--- src/rtl/ama_riscv_dmem_arb_pkg.sv ---
`default_nettype none
// ============================================================================
// Module   : ama_riscv_dmem_arb_pkg
// Purpose  : Shared types and constants for the data-memory arbiter.
//            arb_state_t - arbiter FSM states (IDLE / WAIT / HOLD)
//            owner_t     - owner of the access issued in a given cycle
// Revision : 1.0 - initial release
// ============================================================================
package ama_riscv_dmem_arb_pkg;

    typedef enum logic [1:0] {
        IDLE = 2'd0,    // no debug request outstanding
        WAIT = 2'd1,    // debug request blocked by core traffic
        HOLD = 2'd2     // debug starved, core asked to stall
    } arb_state_t;

    typedef enum logic {
        CORE = 1'b0,
        DBG  = 1'b1
    } owner_t;

    localparam int DEFAULT_STARVE_LIMIT = 8;

endpackage
`default_nettype wire

--- src/rtl/ama_riscv_sat_cnt.sv ---
`default_nettype none
// ============================================================================
// Module   : ama_riscv_sat_cnt
// Purpose  : Up-counter that saturates at MAX instead of wrapping.
// Ports    : clk, rst (async, active-high)
//            inc    - increment by one (ignored once at MAX)
//            clr    - synchronous clear, has priority over inc
//            count  - current value
//            at_max - count equals MAX
// Revision : 1.0 - initial release
// ============================================================================
module ama_riscv_sat_cnt #(
    parameter int MAX   = 8,
    parameter int WIDTH = $clog2(MAX + 1)
) (
    input  logic             clk,
    input  logic             rst,
    input  logic             inc,
    input  logic             clr,
    output logic [WIDTH-1:0] count,
    output logic             at_max
);

    localparam logic [WIDTH-1:0] c_MAX = WIDTH'(MAX);

    logic [WIDTH-1:0] r_count;

    always_ff @(posedge clk or posedge rst) begin
        if (rst) begin
            r_count <= '0;
        end else if (clr) begin
            r_count <= '0;
        end else if (inc && (r_count != c_MAX)) begin
            r_count <= r_count + WIDTH'(1);
        end
    end

    assign count  = r_count;
    assign at_max = (r_count == c_MAX);

endmodule
`default_nettype wire

--- src/rtl/ama_riscv_dmem_arbiter.sv ---
`default_nettype none
// ============================================================================
// Module   : ama_riscv_dmem_arbiter
// Purpose  : Shares the single synchronous DMEM between the core data port
//            (fixed priority) and a debug/loader port. The debug port is
//            served in any cycle the core leaves memory idle; if it waits
//            STARVE_LIMIT cycles the core is asked to hold (core_hold).
// Ports    : clk, rst          - clock, async active-high reset
//            core_*            - core data port (rdata 1 cycle after en)
//            core_hold         - stall request to the core memory stage
//            dbg_req/we/addr/wdata - debug request, held until dbg_gnt
//            dbg_gnt           - access issued this cycle (combinational)
//            dbg_rvalid/rdata  - response, one cycle after dbg_gnt
//            mem_*             - DMEM interface (1-cycle read latency)
// Revision : 1.0 - initial release
// ============================================================================
module ama_riscv_dmem_arbiter
    import ama_riscv_dmem_arb_pkg::*;
#(
    parameter int ADDR_W       = 14,
    parameter int DATA_W       = 32,
    parameter int STARVE_LIMIT = DEFAULT_STARVE_LIMIT
) (
    input  logic              clk,
    input  logic              rst,
    // core port
    input  logic              core_en,
    input  logic [3:0]        core_we,
    input  logic [ADDR_W-1:0] core_addr,
    input  logic [DATA_W-1:0] core_wdata,
    output logic [DATA_W-1:0] core_rdata,
    output logic              core_hold,
    // debug port
    input  logic              dbg_req,
    input  logic [3:0]        dbg_we,
    input  logic [ADDR_W-1:0] dbg_addr,
    input  logic [DATA_W-1:0] dbg_wdata,
    output logic              dbg_gnt,
    output logic              dbg_rvalid,
    output logic [DATA_W-1:0] dbg_rdata,
    // memory port
    output logic              mem_en,
    output logic [3:0]        mem_we,
    output logic [ADDR_W-1:0] mem_addr,
    output logic [DATA_W-1:0] mem_din,
    input  logic [DATA_W-1:0] mem_dout
);

    localparam int               CNT_W    = $clog2(STARVE_LIMIT + 1);
    localparam logic [CNT_W-1:0] c_LIM_M1 = CNT_W'(STARVE_LIMIT - 1);

    arb_state_t       r_state;
    owner_t           r_owner;
    logic             r_dbg_pend;
    logic             r_core_hold;

    logic             w_gnt;
    logic             w_contend;
    logic             w_hit;
    logic [CNT_W-1:0] w_cnt;
    logic             w_cnt_max;

    // Debug is issued whenever the core leaves the memory idle, whatever the
    // FSM state; the FSM only tracks how long the debug side has waited.
    assign w_gnt     = dbg_req & ~core_en & ~rst;
    assign w_contend = dbg_req & core_en;

    // The counter is zero in IDLE, so it only counts consecutive contended
    // cycles; any uncontended cycle (grant or dropped request) clears it.
    ama_riscv_sat_cnt #(
        .MAX   (STARVE_LIMIT),
        .WIDTH (CNT_W)
    ) u_starve_cnt (
        .clk    (clk),
        .rst    (rst),
        .inc    (w_contend),
        .clr    (~w_contend),
        .count  (w_cnt),
        .at_max (w_cnt_max)
    );

    // This contended cycle brings the counter to the limit.
    assign w_hit = (w_cnt == c_LIM_M1) | w_cnt_max;

    always_ff @(posedge clk or posedge rst) begin
        if (rst) begin
            r_state     <= IDLE;
            r_core_hold <= 1'b0;
            r_dbg_pend  <= 1'b0;
            r_owner     <= CORE;
        end else begin
            r_dbg_pend <= w_gnt;
            r_owner    <= w_gnt ? DBG : CORE;
            case (r_state)
                IDLE: begin
                    if (w_contend) begin
                        if (w_hit) begin
                            r_state     <= HOLD;
                            r_core_hold <= 1'b1;
                        end else begin
                            r_state     <= WAIT;
                        end
                    end
                end
                WAIT: begin
                    if (!w_contend) begin
                        r_state <= IDLE;
                    end else if (w_hit) begin
                        r_state     <= HOLD;
                        r_core_hold <= 1'b1;
                    end
                end
                HOLD: begin
                    if (!w_contend) begin
                        r_state     <= IDLE;
                        r_core_hold <= 1'b0;
                    end
                end
                default: begin
                    r_state     <= IDLE;
                    r_core_hold <= 1'b0;
                end
            endcase
        end
    end

    // Memory mux: core first, then a granted debug access, else idle.
    always_comb begin
        mem_en   = 1'b0;
        mem_we   = 4'b0000;
        mem_addr = dbg_addr;
        mem_din  = dbg_wdata;
        if (core_en) begin
            mem_en   = ~rst;
            mem_we   = rst ? 4'b0000 : core_we;
            mem_addr = core_addr;
            mem_din  = core_wdata;
        end else if (w_gnt) begin
            mem_en   = 1'b1;
            mem_we   = dbg_we;
        end
    end

    assign dbg_gnt    = w_gnt;
    assign core_hold  = r_core_hold;
    assign core_rdata = mem_dout;
    assign dbg_rvalid = r_dbg_pend;
    assign dbg_rdata  = (r_dbg_pend && (r_owner == DBG)) ? mem_dout : '0;

endmodule
`default_nettype wire

--- config.mk ---
export PLATFORM = sky130hd
export DESIGN_NAME = ama_riscv_dmem_arbiter
export DESIGN_NICKNAME = d
export VERILOG_FILES = /design/src/rtl/ama_riscv_dmem_arb_pkg.sv /design/src/rtl/ama_riscv_sat_cnt.sv /design/src/rtl/ama_riscv_dmem_arbiter.sv
export SDC_FILE = /design/constraint.sdc
export NUM_CORES = 1
export LEC_CHECK = 0
export ABC_AREA = 1
export ABC_CLOCK_PERIOD_IN_PS = 1700
export CAP_MARGIN = 20
export CORE_AREA = 2 2 97 99
export CTS_BUF_LIST = sky130_fd_sc_hd__clkbuf_16
export DETAILED_ROUTE_END_ITERATION = 16
export DIE_AREA = 0 0 99 101
export PLACE_DENSITY = 0.68
export SETUP_SLACK_MARGIN = 0.02
export SLEW_MARGIN = 20
export SYNTH_ARGS = -nofsm -noshare
export SYNTH_HDL_FRONTEND = slang
export SYNTH_SLANG_ARGS = --single-unit
--- constraint.sdc ---
create_clock -name clk -period 1.7 [get_ports clk]
set_clock_uncertainty 0.15 [all_clocks]
set_input_delay 0.255 -clock clk [delete_from_list [all_inputs] [get_ports clk]]
set_output_delay 0.255 -clock clk [all_outputs]
set_load 0.01 [all_outputs]
==> summary.txt, run 1 <==
antenna violations before repair - 1
CTS Root Buffer Type - clkbuf_16
maximum clock insertion buffer count - 2
fillcell total - 954
final setup TNS - 0 ns
count of input and output buffers - 253
total gr overflow - 0
commonest non-fill, non-tap cell in the layout - nand2_1
fraction of the mapped netlist area in simple logic gates - 50.0%
setup slack on the worst flop-to-flop path - 0.36 ns
max cap viols - 0
DRC violation count after routing - 0
clock transition time at the flip-flop clock pins of the worst setup and hold paths - 0.04 ns
TritonCTS Buffers - 3
width of the die - 99 um
top cells by area in the synthesized netlist - nand2_1 46%, buf_4 16%, dfrtp_1 13%, inv_1 9.9%, nand3_1 3.0%
net count reported at finish - 665
Tcrit/Tclk final - 93.7%
maximum fanout along the worst path - 5
fraction of final layout cells sized beyond drive strength 1 - 4.38%
post-synthesis cell type count - 18
hold buffer count at cts - 0
worst-case headroom to the max-slew limit - 84.3%
proportion of netlist area held by the largest area contributor - 45.6%
Routed Wire Length - 8.08 mm
Leakage - 2.40 nW
combinational share of power - 57.8%
share of cell area taken by muxes after synthesis - 0%
total count of hold-check failures in the final report - 0
commonest cells after routing, fill and taps aside - 185 x nand2_1, 133 x clkdlybuf4s50_1, 109 x dlygate4sd2_1, 38 x inv_1
area of the placeable core - 8980 um2
cell type of the slowest stage on the worst timing path - dlygate4sd2_1
post-route core utilization - 44.1%
area grow syn2layout - 160%
Inst Count DP - 629
cell taking the most area after synthesis - nand2_1
areal power density over the cells - 357 nW/um2
most frequent CP cell - dlygate4sd2_1
crit path DAT - 1.19 ns
syn_nets - 442
dominant combinational cell family by area after synthesis - simple AND/OR/NAND/NOR gates
maximum number of pins on one net before global-route repair - 40
average wire length per cell after detail routing - 12.7 um
result of the run - complete, no violations
source of the worst register-to-register timing path - u_starve_cnt.count[0]
half-perimeter wire length after placement - 7.14 mm
fraction of the mapped netlist area in compound gates - 2.46%
routability cong. - 0.767
via count of the first global-routing pass - 2389
Overall Power - 0.00141 W
die height - 101 um
routed via count divided by cell count - 3.96
fraction of power spent switching nets - 29.7%
internal power - 0.000994 W
maximum vdd drop - 0.000204 V
Adder-Cell Fraction of Synth Area - 1.64%
worst reg2reg path endpoint - r_state[1]
num rows - 35
minimum period implied by the final worst setup slack - 1.59 ns
clock insertion delay at the later pin of the skew report - 0.23 ns
depth of the worst register-to-register path - 6
non-filler cells in the finished layout - 637
type of the tightest min-delay check - in2async
CP Data Required Time - 1.29 ns
count of pins on the block boundary - 254
Sw Pwr - 0.000419 W
WS Path Type - in2out
worst-path cell chain - dlygate4sd2_1 > inv_2 > nand3_2 > inv_4 > buf_4 > dlygate4sd2_1
Starting DRT DRC Count - 61
family with the most delay on the worst path - buffers and inverters
proportion of power drawn by flip-flops and latches - 14.2%
RSZ-0062 raised after global routing - no
number of levels in the clock H-tree - 1
worst hold-check slack - 0.0137 ns
longest individual stage delay on the worst path - 0.29 ns
number of register bits inferred by synthesis - 8
pin slew with the least headroom to its limit - 0.235 ns
fraction of synthesized cell area in xor and xnor cells - 0.575%
vias post-DR - 2521
Setup crit end kind - output pin
yosys warns - 0
netlist area before placement - 1520 um2
clock share of power - 28.0%
sequential share of the synthesized area - 13.1%
Die Outline Area - 10000 um2
fin. max-slew vios - 0
effective utilization at floorplan - 17.0%
global-route wire length before repair - 11.8 mm
count of mapped cells out of synthesis - 304
Bufs and invs on worst path - 5
Critical Path Start Type - input pin
maximum frequency from static timing analysis - 628 MHz
length of the first detailed-routing pass in iterations - 4
clock tree from TritonCTS - yes
Synth Area per Inst - 5.01 um2
number of endpoints failing setup at the final stage - 0
clock net sink count - 8
antenna-violating nets left - 0
global router's overall resource usage - 14.8%
-- layer usage --
metal	vias to the layer above	GRT usage [%]	part of all wire, %
met4	0	3.37	1.2
li1	1290	-	-
met3	7	3.61	10
met2	163	30.7	54
met5	-	0	0
met1	1061	14.5	34
-- sequential cells by signal, indices dropped and copies added (netlist names) --
signal,flops
r_state,2
core_hold,1
dbg_rvalid,1
u_starve_cnt.count,4
-- stage by stage --
step / cell area [um2] / setup slack [ns]
global placement: 3930 / -0.422
CTS: 3950 / 0.0203
global route: 3960 / 0.0209
finish: 3960 / 0.107
floorplan: 1520 / 0.315
detailed placement: 3930 / -0.470
-- layout make-up --
type | instances | area [um2] | share of cell area [%]
repair buffers | 264 | 2550 | 64.3
multi-input cells | 209 | 838 | 21.2
flip-flops and latches | 8 | 200 | 5.05
inverters | 41 | 159 | 4.01
well taps | 111 | 139 | 3.51
clock buffers | 3 | 75.1 | 1.90
diodes | 1 | 2.50 | 0.0632
-- timing repair --
action | 4_1_cts | 5_1_grt
cloned | 1 | 0
endpoints found under the setup margin | 110 | 9
resized for setup | 124 | 10
pin swaps | 1 | 0
buffers inserted | 3 | 0
-- cells in the mapped netlist, drive strengths merged --
cell	n
o21ai	4
ha	2
nor2	3
xnor2	1
nor3	1
nand2	186
a21oi	2
nand3	9
buf	45
dfrtp	8
clkbuf	1
inv	41
o21a	1
-- logic make-up after synthesis --
kind of cell | count (synthesis)
AND/OR/NAND/NOR | 199
buffers and inverters | 87
flip-flops | 8
AO/OA/AOI/OAI | 7
adder cells (fa/ha/maj) | 2
XOR/XNOR | 1
-- power groups by stage --
stage | Combinational (W) | Clock [W] | Sequential, W
floorplan | 0.000304 | 0 | 0.000202
global placement | 0.000910 | 0 | 0.000202
detailed placement | 0.000919 | 0 | 0.000202
CTS | 0.000834 | 0.000397 | 0.000200
global route | 0.000885 | 0.000413 | 0.000201
finish | 0.000817 | 0.000396 | 0.000200
-- how the worst max path moves through the flow --
stage	startpoint	to	slack [ns]	cells after the start
6_report	rst	dbg_gnt	0.11	6
5_1_grt	rst	dbg_gnt	0.02	6
4_1_cts	mem_dout[26]	core_rdata[26]	0.02	2
3_5_place_dp	rst	mem_we[2]	-0.47	7
3_3_place_gp	rst	mem_we[0]	-0.42	7
2_1_floorplan	rst	mem_we[0]	0.31	5
-- worst min-delay path, cell delays in order --
cell,delay [ns]
dlygate4sd2_1,0.25
inv_2,0.07
buf_6,0.16
(Power assumes the default switching activity.)
==> run 2: changes to the inputs <==
--- a/config.mk
+++ b/config.mk
@@ -14,6 +14,7 @@
 export DIE_AREA = 0 0 99 101
 export PLACE_DENSITY = 0.68
 export SETUP_SLACK_MARGIN = 0.02
+export SKIP_CTS_REPAIR_TIMING = 1
 export SLEW_MARGIN = 20
 export SYNTH_ARGS = -nofsm -noshare
 export SYNTH_HDL_FRONTEND = slang
==> run 2 against run 1 <==
Against the previous run:
- via count is 0.83% higher
- largest power group unchanged
- hold slack gained 0.21 ns
- die area did not move
==> summary.txt, run 2 (synthesis results as in run 1) <==
count of pins on the block boundary - 254 (unchanged)
post-route worst setup slack - 0.197 ns (+0.0904 ns)
maximum clock insertion buffer count - 2 (unchanged)
clock transition time at the flip-flop clock pins of the worst setup and hold paths - 0.04 ns (about the same)
global router's overall resource usage - 14.2% (-0.56 points)
fillcell total - 845 (-11%)
type of the tightest min-delay check - in2reg
longest individual stage delay on the worst path - 0.53 ns (+0.24 ns)
global routing met3 resource utilization - 3.40% (-0.21 points)
number of flip-flops in the largest register - 4 (unchanged)
clock insertion delay at the later pin of the skew report - 0.23 ns (about the same)
DRC violation count after routing - 0 (unchanged)
combinational share of power - 59.7% (+1.9 points)
area of the placeable core - 8980 um2 (unchanged)
Routed Wire Length - 8.46 mm (+4.7%)
routability cong. - 0.767 (unchanged)
global routing met2 resource utilization - 29.0% (-1.7 points)
commonest non-fill, non-tap cell in the layout - nand2_1
crit path DAT - 1.10 ns (-0.09 ns)
Inst Count DP - 629 (unchanged)
half-perimeter wire length after placement - 7.14 mm (unchanged)
Sw Pwr - 0.000428 W (+2.0%)
clock net sink count - 8 (unchanged)
fin. max-slew vios - 0 (unchanged)
width of the die - 99 um (unchanged)
global-route wire length before repair - 11.4 mm (-3.4%)
WS Path Type - reg2out
Tcrit/Tclk final - 88.4% (-5.3 points)
length of the first detailed-routing pass in iterations - 4 (unchanged)
fraction of final layout cells sized beyond drive strength 1 - 3.63% (-0.75 points)
internal power - 0.00106 W (+6.3%)
net count reported at finish - 664 (-0.15%)
highest-utilization routing layer at the global route stage - met2
routed via count divided by cell count - 4.00 (+0.99%)
CP Data Required Time - 1.29 ns (about the same)
antenna violations before repair - 1 (unchanged)
result of the run - complete, no violations
worst setup slack after placement - -0.470 ns (unchanged)
worst-case headroom to the max-slew limit - 76.6% (-7.7 points)
worst-path cell chain - clkdlybuf4s50_1
family with the most delay on the worst path - buffers and inverters
cell type of the slowest stage on the worst timing path - clkdlybuf4s50_1
minimum period implied by the final worst setup slack - 1.50 ns (-0.0904 ns)
count of input and output buffers - 253 (unchanged)
maximum frequency from static timing analysis - 665 MHz (+6.0%)
clock tree from TritonCTS - yes
RSZ-0062 raised after global routing - no
via count of the first global-routing pass - 2313 (-3.2%)
maximum number of pins on one net before global-route repair - 40 (unchanged)
number of levels in the clock H-tree - 1 (unchanged)
vias post-DR - 2542 (+0.83%)
effective utilization at floorplan - 17.0% (unchanged)
number of endpoints failing setup at the final stage - 0 (unchanged)
non-filler cells in the finished layout - 636 (-0.16%)
Bufs and invs on worst path - 1 (-4)
FF+latch area - 200 um2 (unchanged)
area grow syn2layout - 188%
max cap viols - 0 (unchanged)
num rows - 35 (unchanged)
Critical Path Start Type - flip-flop
Global Route met1 Usage - 14.1% (-0.33 points)
die height - 101 um (unchanged)
areal power density over the cells - 339 nW/um2 (-5.1%)
TritonCTS Buffers - 3 (unchanged)
commonest cells after routing, fill and taps aside - 185 x nand2_1, 133 x clkdlybuf4s50_1, 118 x dlymetal6s2s_1, 38 x inv_1
Setup crit end kind - output pin
antenna-violating nets left - 0 (unchanged)
Leakage - 3.49 nW (+45%)
Area after DPL - 3930 um2 (unchanged)
multi-input gate area in the final layout - 846 um2 (+0.90%)
maximum fanout along the worst path - 2 (-3)
post-route cell area - 4380 um2 (+11%)
maximum vdd drop - 0.000175 V (-14%)
total count of hold-check failures in the final report - 0 (unchanged)
pin slew with the least headroom to its limit - 0.350 ns (+0.114 ns)
Die Outline Area - 10000 um2 (unchanged)
proportion of power drawn by flip-flops and latches - 13.5% (-0.7 points)
total gr overflow - 0 (unchanged)
clock share of power - 26.8% (-1.2 points)
CTS Root Buffer Type - clkbuf_16
fraction of power spent switching nets - 28.8% (-0.84 points)
average wire length per cell after detail routing - 13.3 um (+4.9%)
post-route core utilization - 48.8% (+4.7 points)
Starting DRT DRC Count - 57 (-6.6%)
==> run 2: layout make-up <==
cell class                      instances  area share (%)
Clock buffer                            3            1.71
Timing Repair Buffer                  263            67.5
Sequential cell                         8            4.57
Inverter                               41            3.68
Antenna cell                            1          0.0571
Tap cell                              111            3.17
Multi-Input combinational cell        209            19.3
==> run 2: path summary, 6_finish.rpt <==
check,startpoint,to,slack [ns],depth (start not counted)
setup / recovery,core_hold,core_hold,0.20,1
min in group asynchronous,rst,u_starve_cnt.count[1],0.59,4
setup reg to reg,u_starve_cnt.count[0],r_state[1],0.36,6
hold / removal,dbg_req,dbg_rvalid,0.23,3
max in group asynchronous,rst,r_state[0],0.56,4
hold reg to reg,r_state[0],r_state[1],0.31,1
==> run 2: power by group through the flow <==
stage / Sequential [W] / Clock [W] / Combinational [W]
finish: 0.000200 / 0.000398 / 0.000887
global route: 0.000201 / 0.000411 / 0.000954
CTS: 0.000200 / 0.000397 / 0.000921
detailed placement: 0.000202 / 0 / 0.000919
global placement: 0.000202 / 0 / 0.000910
floorplan: 0.000202 / 0 / 0.000304
==> run 2: stage by stage <==
stage                     total power [W]  setup TNS (ns)  hold WS, ns
final                             0.00148               0        0.226
after global routing              0.00157               0        0.241
after CTS                         0.00152          -13.81        0.227
after detailed placement          0.00112          -11.99        0.327
after global placement            0.00111          -10.35        0.294
after floorplan                  0.000506               0      -0.0392
==> run 2: routing by layer <==
| metal | share of wire (%) | vias to the layer above |
|---|---|---|
| li1 | - | 1288 |
| met1 | 34 | 1075 |
| met2 | 53 | 165 |
| met3 | 11 | 14 |
| met4 | 2.4 | 0 |
| met5 | 0 | - |
==> run 3: changes to the inputs <==
--- a/config.mk
+++ b/config.mk
@@ -13,7 +13,6 @@
 export DETAILED_ROUTE_END_ITERATION = 16
 export DIE_AREA = 0 0 99 101
 export PLACE_DENSITY = 0.68
-export SETUP_SLACK_MARGIN = 0.02
 export SKIP_CTS_REPAIR_TIMING = 1
 export SLEW_MARGIN = 20
 export SYNTH_ARGS = -nofsm -noshare
==> run 3 against run 2 <==
Against the previous run:
- design area is 0.46% lower
- clock-buffer cell count did not move
- hold slack about the same
- die area unchanged
- largest power group unchanged
==> summary.txt, run 3 (synthesis results as in run 1) <==
result of the run - complete, no violations
num rows - 35 (unchanged)
fin. max-slew vios - 0 (unchanged)
clock insertion delay at the later pin of the skew report - 0.23 ns (about the same)
commonest cells after routing, fill and taps aside - 185 x nand2_1, 141 x clkdlybuf4s50_1, 110 x dlymetal6s2s_1, 38 x inv_1
length of the first detailed-routing pass in iterations - 4 (unchanged)
most frequent CP cell - clkdlybuf4s50_1
source of the worst register-to-register timing path - u_starve_cnt.count[0]
cell type of the slowest stage on the worst timing path - clkdlybuf4s50_1
RSZ-0062 raised after global routing - no
crit path DAT - 1.28 ns (+0.18 ns)
Starting DRT DRC Count - 71 (+25%)
number of levels in the clock H-tree - 1 (unchanged)
global-route wire length before repair - 11.4 mm (unchanged)
routability cong. - 0.767 (unchanged)
effective utilization at floorplan - 17.0% (unchanged)
Setup crit end kind - output pin
maximum vdd drop - 0.000175 V (about the same)
total count of hold-check failures in the final report - 0 (unchanged)
max cap viols - 0 (unchanged)
average wire length per cell after detail routing - 13.2 um (-0.86%)
number of endpoints failing setup at the final stage - 0 (unchanged)
longest individual stage delay on the worst path - 0.54 ns (about the same)
fraction of final layout cells sized beyond drive strength 1 - 3.63% (unchanged)
Tcrit/Tclk final - 99.1% (+11 points)
Die Outline Area - 10000 um2 (unchanged)
commonest non-fill, non-tap cell in the layout - nand2_1
Critical Path Start Type - input pin
Area after DPL - 3930 um2 (unchanged)
count of pins on the block boundary - 254 (unchanged)
post-route core utilization - 48.6% (-0.22 points)
family with the most delay on the worst path - buffers and inverters
TritonCTS Buffers - 3 (unchanged)
FF+latch area - 200 um2 (unchanged)
final setup TNS - 0 ns (unchanged)
CP Data Required Time - 1.29 ns (about the same)
antenna violations before repair - 1 (unchanged)
via count of the first global-routing pass - 2313 (unchanged)
type of the tightest min-delay check - in2reg
launch point of the worst hold path - dbg_req
worst reg2reg path endpoint - r_state[1]
CTS Root Buffer Type - clkbuf_16
areal power density over the cells - 341 nW/um2 (+0.56%)
maximum number of pins on one net before global-route repair - 40 (unchanged)
worst hold-check slack - 0.226 ns (+0.000186 ns)
critical path capture point - core_rdata[12]
Bufs and invs on worst path - 2 (+1)
setup slack on the worst flop-to-flop path - 0.36 ns (about the same)
net count reported at finish - 664 (unchanged)
global router's overall resource usage - 14.2% (unchanged)
WS Path Type - in2out
Leakage - 3.42 nW (-2.1%)
routed via count divided by cell count - 3.97 (-0.63%)
count of input and output buffers - 253 (unchanged)
worst-case headroom to the max-slew limit - 76.6% (about the same)
maximum frequency from static timing analysis - 594 MHz (-11%)
fillcell total - 847 (+0.24%)
count of cell instances traversed by the critical path - 2 (+1)
width of the die - 99 um (unchanged)
area of the placeable core - 8980 um2 (unchanged)
clock net sink count - 8 (unchanged)
clock tree from TritonCTS - yes
clock transition time at the flip-flop clock pins of the worst setup and hold paths - 0.04 ns (about the same)
vias post-DR - 2526 (-0.63%)
area grow syn2layout - 186%
maximum fanout along the worst path - 2 (unchanged)
half-perimeter wire length after placement - 7.14 mm (unchanged)
die height - 101 um (unchanged)
minimum period implied by the final worst setup slack - 1.68 ns (+0.182 ns)
number of flip-flops in the largest register - 4 (unchanged)
worst-path cell chain - clkdlybuf4s50_1 > clkdlybuf4s50_1
Routed Wire Length - 8.39 mm (-0.86%)
post-route cell area - 4360 um2 (-0.46%)
multi-input gate area in the final layout - 846 um2 (unchanged)
DRC violation count after routing - 0 (unchanged)
depth of the worst register-to-register path - 6 (unchanged)
Worst setup startpoint - mem_dout[12]
maximum clock insertion buffer count - 2 (unchanged)
antenna-violating nets left - 0 (unchanged)
pin slew with the least headroom to its limit - 0.350 ns (-0.00000274 ns)
total gr overflow - 0 (unchanged)
## run 3: changes by cell type in the layout (fill, tap and decap cells not counted)
cell	change
clkdlybuf4s50_1	+8
dlymetal6s2s_1	-8
## run 3: layer usage
layer | share of wire [%] | track usage, % | wire (um)
met1 | 34 | 14.1 | 2850
met2 | 53 | 29.0 | 4440
met3 | 11 | 3.40 | 893
met4 | 2.4 | 3.79 | 204
met5 | 0 | 0 | 0
## run 3: how the worst min path moves through the flow
| stage | cells after the start | end | slack, ns |
|---|---|---|---|
| floorplan | 1 | core_hold | -0.04 |
| global placement | 1 | r_state[1] | 0.29 |
| detailed placement | 1 | r_state[1] | 0.33 |
| CTS | 3 | u_starve_cnt.count[1] | 0.23 |
| global route | 3 | dbg_rvalid | 0.24 |
| finish | 3 | dbg_rvalid | 0.23 |
## run 3: area by class of cell
| type | instances | area share, % |
|---|---|---|
| multi-input cells | 209 | 19.4 |
| repair buffers | 263 | 67.4 |
| clock buffers | 3 | 1.72 |
| well taps | 111 | 3.18 |
| diodes | 1 | 0.0574 |
| inverters | 41 | 3.70 |
| flip-flops and latches | 8 | 4.59 |
## run 3: power breakdown
| part | total [W] | internal, W | switching (W) |
|---|---|---|---|
| sequential | 0.000200 | 0.000196 | 0.00000428 |
| combinational | 0.000888 | 0.000560 | 0.000328 |
| clock | 0.000398 | 0.000303 | 0.0000943 |
## run 3: through the flow
step | power, W | setup slack, ns | cells
after floorplan | 0.000506 | 0.315 | 304
after global placement | 0.00111 | -0.422 | 629
after detailed placement | 0.00112 | -0.470 | 629
after CTS | 0.00152 | -0.476 | 632
after global routing | 0.00157 | 0.000669 | 636
final | 0.00149 | 0.0154 | 636
